**src/rtl/axi_st_d64_nordy_pkg.sv**
```systemverilog
// Shared widths, field offsets and FSM encoding for the 64-bit no-ready AXI-ST TX scheduler.
// Link words are {tvalid, tlast, tdata, tkeep}, least significant field last.
package axi_st_d64_nordy_pkg;

   localparam int TKEEP_W    = 8;
   localparam int TDATA_W    = 64;
   localparam int ST_W       = 74;

   localparam int TKEEP_LSB  = 0;
   localparam int TDATA_LSB  = 8;
   localparam int TLAST_BIT  = 72;
   localparam int TVALID_BIT = 73;

   typedef enum logic [1:0] {
      IDLE  = 2'd0,
      GRANT = 2'd1,
      PKT   = 2'd2
   } tx_state_e;

   function automatic logic [ST_W-1:0] pack_beat(input logic               tlast,
                                                 input logic [TDATA_W-1:0] tdata,
                                                 input logic [TKEEP_W-1:0] tkeep);
      logic [ST_W-1:0] w;
      w                          = '0;
      w[TVALID_BIT]              = 1'b1;
      w[TLAST_BIT]               = tlast;
      w[TDATA_LSB +: TDATA_W]    = tdata;
      w[TKEEP_LSB +: TKEEP_W]    = tkeep;
      return w;
   endfunction

endpackage

```
**src/rtl/axi_st_d64_nordy_rr_arb.sv**
```systemverilog
// Combinational rotate-priority pick: the first asserted request at or above ptr,
// wrapping modulo NUM_REQ, wins.
module axi_st_d64_nordy_rr_arb #(
   parameter  int NUM_REQ = 4,
   localparam int ID_W    = $clog2(NUM_REQ)
) (
   input  logic [NUM_REQ-1:0] req,
   input  logic [ID_W-1:0]    ptr,
   output logic [ID_W-1:0]    winner,
   output logic               any
);

   logic [ID_W:0]   sum;
   logic [ID_W-1:0] idx;

   // Scan from the farthest offset down so the nearest request above ptr is the last writer.
   always_comb begin
      // NOTE: every variable gets a default before the loop, so no path can infer a latch.
      winner = '0;
      sum    = '0;
      idx    = '0;
      any    = |req;
      for (int i = NUM_REQ - 1; i >= 0; i--) begin
         sum = {1'b0, ptr} + (ID_W + 1)'(i);
         if (sum >= (ID_W + 1)'(NUM_REQ)) begin
            sum = sum - (ID_W + 1)'(NUM_REQ);
         end
         idx = sum[ID_W-1:0];
         if (req[idx]) begin
            winner = idx;
         end
      end
   end

endmodule

```
**src/rtl/axi_st_d64_nordy_tx_sched.sv**
```systemverilog
// Packet-granular scheduler sharing one no-backpressure 64-bit AXI-ST link between
// NUM_REQ requesters, with Gen1/Gen2 beat pacing and a sticky oversize flag.
module axi_st_d64_nordy_tx_sched
   import axi_st_d64_nordy_pkg::*;
#(
   parameter  int NUM_REQ   = 4,
   parameter  int MAX_BEATS = 256,
   localparam int ID_W      = $clog2(NUM_REQ),
   localparam int CNT_W     = $clog2(MAX_BEATS + 1)
) (
   input  logic                   clk_wr,
   input  logic                   rst_wr,
   input  logic [NUM_REQ*8-1:0]   req_tkeep,
   input  logic [NUM_REQ*64-1:0]  req_tdata,
   input  logic [NUM_REQ-1:0]     req_tlast,
   input  logic [NUM_REQ-1:0]     req_tvalid,
   output logic [NUM_REQ-1:0]     req_tready,
   input  logic                   link_enable,
   input  logic                   m_gen2_mode,
   output logic [ST_W-1:0]        txfifo_st_data,
   output logic [ID_W-1:0]        grant_id,
   output logic                   pkt_active,
   output logic                   err_oversize
);

   tx_state_e          state, state_next;
   logic [ID_W-1:0]    rr_ptr, winner, next_ptr;
   logic [CNT_W-1:0]   beat_cnt;
   logic               any_req, phase, slot, accept, grant_now;
   logic [TDATA_W-1:0] cur_tdata;
   logic [TKEEP_W-1:0] cur_tkeep;
   logic               cur_tlast;

   axi_st_d64_nordy_rr_arb #(.NUM_REQ(NUM_REQ)) u_arb (
      .req    (req_tvalid),
      .ptr    (rr_ptr),
      .winner (winner),
      .any    (any_req)
   );

   assign slot      = m_gen2_mode | ~phase;
   assign cur_tdata = req_tdata[grant_id*TDATA_W +: TDATA_W];
   assign cur_tkeep = req_tkeep[grant_id*TKEEP_W +: TKEEP_W];
   assign cur_tlast = req_tlast[grant_id];
   assign accept    = (state != IDLE) & slot & req_tvalid[grant_id];
   assign next_ptr  = (grant_id == ID_W'(NUM_REQ - 1)) ? '0 : grant_id + 1'b1;

   always_comb begin
      state_next = state;
      grant_now  = 1'b0;
      req_tready = '0;
      if (state != IDLE) begin
         req_tready[grant_id] = slot;
      end
      unique case (state)
         IDLE: begin
            if (link_enable && any_req) begin
               state_next = GRANT;
               grant_now  = 1'b1;
            end
         end
         GRANT, PKT: begin
            if (accept) begin
               state_next = cur_tlast ? IDLE : PKT;
            end
         end
         default: state_next = IDLE;
      endcase
   end

   always_ff @(posedge clk_wr) begin
      if (rst_wr) begin
         state <= IDLE;
      end else begin
         state <= state_next;
      end
   end

   always_ff @(posedge clk_wr) begin
      // NOTE: non-blocking throughout, so every register here samples pre-edge values.
      if (rst_wr) begin
         txfifo_st_data <= '0;
         grant_id       <= '0;
         pkt_active     <= 1'b0;
         err_oversize   <= 1'b0;
         rr_ptr         <= '0;
         phase          <= 1'b0;
         beat_cnt       <= '0;
      end else begin
         phase          <= m_gen2_mode ? 1'b0 : ~phase;
         txfifo_st_data <= accept ? pack_beat(cur_tlast, cur_tdata, cur_tkeep) : '0;
         if (grant_now) begin
            grant_id   <= winner;
            pkt_active <= 1'b1;
         end
         if (accept) begin
            if (cur_tlast) begin
               beat_cnt   <= '0;
               pkt_active <= 1'b0;
               rr_ptr     <= next_ptr;
            end else if (beat_cnt != CNT_W'(MAX_BEATS)) begin
               beat_cnt <= beat_cnt + 1'b1;
               // Oversize is flagged but the packet keeps flowing untouched.
               if (beat_cnt == CNT_W'(MAX_BEATS - 1)) begin
                  err_oversize <= 1'b1;
               end
            end
         end
      end
   end

endmodule

```
**config.mk**
```make
export PLATFORM = sky130hd
export DESIGN_NAME = axi_st_d64_nordy_tx_sched
export DESIGN_NICKNAME = d
export VERILOG_FILES = /design/src/rtl/axi_st_d64_nordy_pkg.sv /design/src/rtl/axi_st_d64_nordy_rr_arb.sv /design/src/rtl/axi_st_d64_nordy_tx_sched.sv
export SDC_FILE = /design/constraint.sdc
export NUM_CORES = 1
export LEC_CHECK = 0
export CAP_MARGIN = 20
export CORE_AREA = 2 2 149 151
export CTS_BUF_LIST = sky130_fd_sc_hd__clkbuf_8
export CTS_CLUSTER_DIAMETER = 50
export DETAILED_ROUTE_END_ITERATION = 8
export DIE_AREA = 0 0 151 153
export SYNTH_ARGS = -nofsm -noshare
export SYNTH_HDL_FRONTEND = slang
export SYNTH_SLANG_ARGS = --single-unit
```
**constraint.sdc**
```tcl
create_clock -name clk_wr -period 2.99 [get_ports clk_wr]
set_clock_uncertainty 0.2 [all_clocks]
set_input_delay 0.897 -clock clk_wr [delete_from_list [all_inputs] [get_ports clk_wr]]
set_output_delay 0.897 -clock clk_wr [all_outputs]
set_load 0.02 [all_outputs]
```
### Word-level counts from Yosys, hierarchy flattened

Cells that the tools add are included.

* register bits after elaboration: 92
* latch bits: 0
* memory bits (writable): 0
* ROM bits: 0
* input port bits: 300
* output and inout port bits: 82
* word-level logic and storage cells: 93
* memories: 0

* add/sub/neg operators: 9
* multipliers: 0
* div/mod/pow operators: 0
* magnitude comparators: 10
* eq/ne operators: 7
* shift-type cells: 2
* mux-type cells: 36
* bitwise logic cells: 7
* reduce and logical (&&, ||, !) cells: 13

Operators by type and width (count)
* 256-bit by 9-bit variable part select with 64-bit output: 1
* 74-bit two-way mux: 1
* 32-bit by 6-bit variable part select with 8-bit output: 1
* 2-bit two-way mux: 12
* 9-bit two-way mux: 2
* 2-bit by 3-bit less-than comparator with 1-bit output (second input constant): 5
* 1-bit binary-select mux with 2-bit select: 6
* 1-bit two-way mux: 12
* 9-bit by 1-bit adder with 9-bit output (second input constant): 1
* 9-bit by 8-bit equality test with 1-bit output (second input constant): 1
* 3-bit greater-or-equal comparator (second input constant): 3
* 9-bit != test (second input constant): 1
* 2-bit by 1-bit subtractor with 2-bit output (second input constant): 4
* 2-bit by 2-bit adder with 3-bit output (second input constant): 2
* 2-bit AND reduction: 3
* 2-bit OR reduction: 3
* 4-bit bitwise AND: 1
* 2-bit equality test (second input constant): 2
* 4-bit two-way mux: 1
* 2-bit != test (second input constant): 2
* 2-bit case mux with 2 select lines: 1
* 4-bit AND reduction: 1
* 2-bit nonzero test: 2
* 4-bit OR reduction: 1
* 11 further kinds: 15

### Logic depth before layout (Yosys ltp)

* depth in word-level cells: 9
* depth in mapped cells: 7
* depth with buffers taken out: 6

### Modules after synthesis

A second synthesis with hierarchy kept.

* cells, all modules: 379
* area, all modules: 4770.8 µm²

By module, submodules not included
* axi_st_d64_nordy_tx_sched: times used 1, cells an instance 366, area an instance 4693.3 µm², seq. area each 1841.8 µm²
* axi_st_d64_nordy_rr_arb: times used 1, cells an instance 13, area an instance 77.6 µm², seq. area each 0.0 µm²

### Least setup slack after synthesis

No wires, ideal clock.

* path kind: flip-flop to output port
* from: register grant_id[1]
* to: output port req_tready[1]
* arrival time: 1.698 ns
* required time: 1.893 ns
* setup slack: 0.195 ns
* stages on the path, launching flop included: 6
* path buffers: 2
* path through: dfxtp_1 clkbuf_1 clkbuf_1 inv_1 ha_1 and3_1

* longest elaborated chain between the ends: 6
* elaborated cells between the ends (all ways): 7
* those cells by class: order compare: 2; mux: 3; bitwise: 1; reduce/logical: 1

RTL lines
* start, declared: line axi_st_d64_nordy_tx_sched.sv:21 `output logic [ID_W-1:0] grant_id,`
* start signal, assigned: line axi_st_d64_nordy_tx_sched.sv:93 `grant_id <= winner;`
* 2-bit by 3-bit less-than comparator with 1-bit output (not written as such) / 2-bit by 1-bit greater-or-equal comparator with 1-bit output (equally long branches): line axi_st_d64_nordy_tx_sched.sv:53 `req_tready[grant_id] = slot;`
* 1-bit logical AND (not written as such): line axi_st_d64_nordy_tx_sched.sv:53
* 1-bit two-way mux (not written as such): line axi_st_d64_nordy_tx_sched.sv:53
* 1-bit demux with 2-bit select (*): line axi_st_d64_nordy_tx_sched.sv:53
* 4-bit bitwise AND (no source line) (*)
* 4-bit two-way mux (*): line axi_st_d64_nordy_tx_sched.sv:52 `if (state != IDLE) begin`
* end, declared: line axi_st_d64_nordy_tx_sched.sv:17 `output logic [NUM_REQ-1:0] req_tready,`

Mark *: on every way between the ends. The rest lies on a longest branch, timed or not.

### Worst setup path in the final report

* from: input port m_gen2_mode
* to: output port req_tready[3]

* longest elaborated chain between the ends: 3

RTL lines
* start, declared: line axi_st_d64_nordy_tx_sched.sv:19 `input logic m_gen2_mode,`
* 1-bit bitwise OR: line axi_st_d64_nordy_tx_sched.sv:41 `assign slot = m_gen2_mode | ~phase;`
* 4-bit bitwise AND (no source line)
* 4-bit two-way mux: line axi_st_d64_nordy_tx_sched.sv:52

No other way between the ends.

==> results.cfg <==
[synthesis]
ys_ff_latch = 92
synth_ff_type = dfxtp_1
yosysMostFrequentCell = dfxtp_1
syn_area_sq_um = 4740
ys_seq_area_share_pct = 38.9
syn_inst = 371
yosys-top-cells-area = dfxtp_1, mux4_2, and2_1, ha_1, a21oi_1
synth_area_per_cell_sq_um = 12.8
synth_edf_count = 0
synth_top_area_share_pct = 38.9
yosysUniqueCellTypes = 35
ys_async_sr_fraction_pct = 0
yosysWarnings = 0
yosys.area.top_type = dfxtp_1
synth_common_cells = dfxtp_1, mux4_2, and2_1
syn_nets = 679

[global_route]
grt_pass1_vias = 4758
grt_pass1_wl_mm = 27.0
antenna_found_initial = 1
grt_max_degree = 48
grt_overflow = 0
grt_use_total_pct = 15.5

[finish]
post-route-util_pct = 42.8
fin_nets = 1061
area_growth_pct = 94.3
stdcell_area_sq_um = 9210
drive_gt1_share_pct = 15.7

[cts]
clk_pin_slew_ns = 0.10
clk_latency_ns = 0.37
cts_hold_buffers = 0
cts-htree-levels = 3
numCtsBuffers = 9
cts_tree = yes
clock-root-buffer = clkbuf_8
post_cts_buffers = 0
clk_path_buf_depth = 2
cts.sinks = 92

[routing]
drc_errors = 0
first_iter_violations = 160
postRouteAntennaNets = 0
routedWlPerCell_um = 17.3
via_per_inst = 4.40
vias = 4575
first_pass_iters = 6
routed_wl_mm = 18.0

[power_and_ir_drop]
ir_worst_vdd_v = 0.000155
power_leakage_nw = 3.25
pwr_density_cell_nw_per_um2 = 337

[placement]
post-place-ws_ns = -0.458
dp_hpwl_mm = 14.7
routabilityCongestion = 0.756
placed_area_sq_um = 8960
port_buffers = 381

[run_status]
outcome = finished clean

[worst_hold_path]
hp-class = flop to flop
worstHoldStart = err_oversize
hold_depth = 2

[worst_setup_path]
crit_path_start = m_gen2_mode
crit_end = req_tready[3]
worstSetupEndpointType = output port
reg2reg_setup_slack_ns = 0.75
r2r_cells = 6
arrival_ns = 1.74
startpoint_type = input port
crit_fanout = 6
critical_path_class = input port to output port
reg2reg_from = grant_id[1]
r2r_end = beat_cnt[7]
worstPathRequired_ns = 1.89

[floorplan]
die_x_um = 151
rows = 54
die_h_um = 153
core_area_sq_um = 21500
die_area_sq_um = 23100
io_pins = 382
initial_core_util_pct = 22.1

[sta]
fmax_ghz = 0.352
fin_crit_sh_pct = 95.0
setup_viol = 0
totalNegativeSetupSlack_ns = 0
maxSlewViolCount = 0
fin_crit_ns = 2.84
rsz0062_at_grt = false
finalHoldViolCount = 0
worstMarginPinSlew_ns = 0.774
worst_slack_ns = 0.149
relSlewSlack_pct = 48.4

[job]
cap_viol_max_count = 0
## where the power goes
group / leakage, nW / switching (W) / total, W / internal, W
Combinational: 2.40 / 0.000259 / 0.000858 / 0.000599
Clock: 0.110 / 0.000471 / 0.000965 / 0.000494
Sequential: 0.746 / 0.0000169 / 0.00128 / 0.00126
## layout by cell type (no fill, tap or decap), types with 2 or more instances in the layout
cell	Yosys	routed
a21oi_1	16	16
and2_1	72	72
and3_1	7	6
and4_1	2	2
buf_12	0	2
buf_4	0	15
buf_6	0	2
bufinv_16	0	2
clkbuf_8	0	10
clkdlybuf4s15_2	0	3
clkdlybuf4s50_1	0	376
clkinvlp_4	0	2
dfxtp_1	92	90
dfxtp_4	0	2
ha_1	8	8
inv_1	10	11
mux2i_1	2	2
mux4_2	74	74
nand2_1	5	5
nand2b_1	3	2
nand3_1	3	3
nand4_1	5	5
nor2_1	10	10
o21ai_0	6	6
o31ai_1	2	2
or3_1	5	5
or4_1	6	6
xor2_1	2	2
## cell families (layout without fill, tap and decap cells)
family / count (synthesis) / count (layout) / share of synthesized area (%)
buffers and inverters: 38 / 425 / 3.25
adder cells (fa/ha/maj): 8 / 8 / 2.11
AO/OA/AOI/OAI: 30 / 30 / 3.62
flip-flops: 92 / 92 / 38.9
XOR/XNOR: 2 / 2 / 0.370
other: 0 / 1 / 0
AND/OR/NAND/NOR: 125 / 125 / 16.2
multiplexers: 76 / 76 / 35.6
## sequential cells by signal (all words and copies together) (netlist names)
signal,flops
beat_cnt,9
err_oversize,1
grant_id,2
phase,1
pkt_active,1
rr_ptr,2
state,2
txfifo_st_data,74
## worst min-delay path by stage
stage | to | slack [ns]
after global placement | phase | 0.21
after global routing | err_oversize | 0.30
after CTS | err_oversize | 0.27
after detailed placement | phase | 0.22
after floorplan | phase | 0.20
final | err_oversize | 0.26
## metrics by stage
stage               power (W)  instances  hold slack (ns)
finish                0.00310       1039            0.263
global route          0.00328       1039            0.295
CTS                   0.00317       1038            0.275
detailed placement    0.00218       1022            0.216
global placement      0.00217       1022            0.215
floorplan             0.00164        371            0.197
## routing by layer
layer	routed length (um)	global-route usage, %	up-vias	share of wire (%)
met5	0	0	-	0
met4	493	6.41	0	2.7
met3	1600	4.24	21	8.9
met2	8770	26.3	232	49
met1	7120	18.5	2155	40
li1	-	-	2167	-
## critical path, cell delays in order
cell and delay, ns:
dlygate4sd2_1 0.25, nand2b_4 0.16, buf_6 0.13, and3_4 0.18
buf_6 0.13
## final cells by class
cell class	count	area (sq um)
Antenna cell	1	2.50
Tap cell	280	350
Inverter	10	37.5
Sequential cell	92	1850
Timing Repair Buffer	399	3980
Clock inverter	6	87.6
Fill cell	2062	12300
Clock buffer	10	138
Multi-Input combinational cell	241	2760
## timing repair
action,in CTS,in global routing
gates resized for setup,14,0
endpoints found under the hold margin,0,0
endpoints found under the setup margin,4,0
Note: power is estimated with default switching activity, not from simulation.
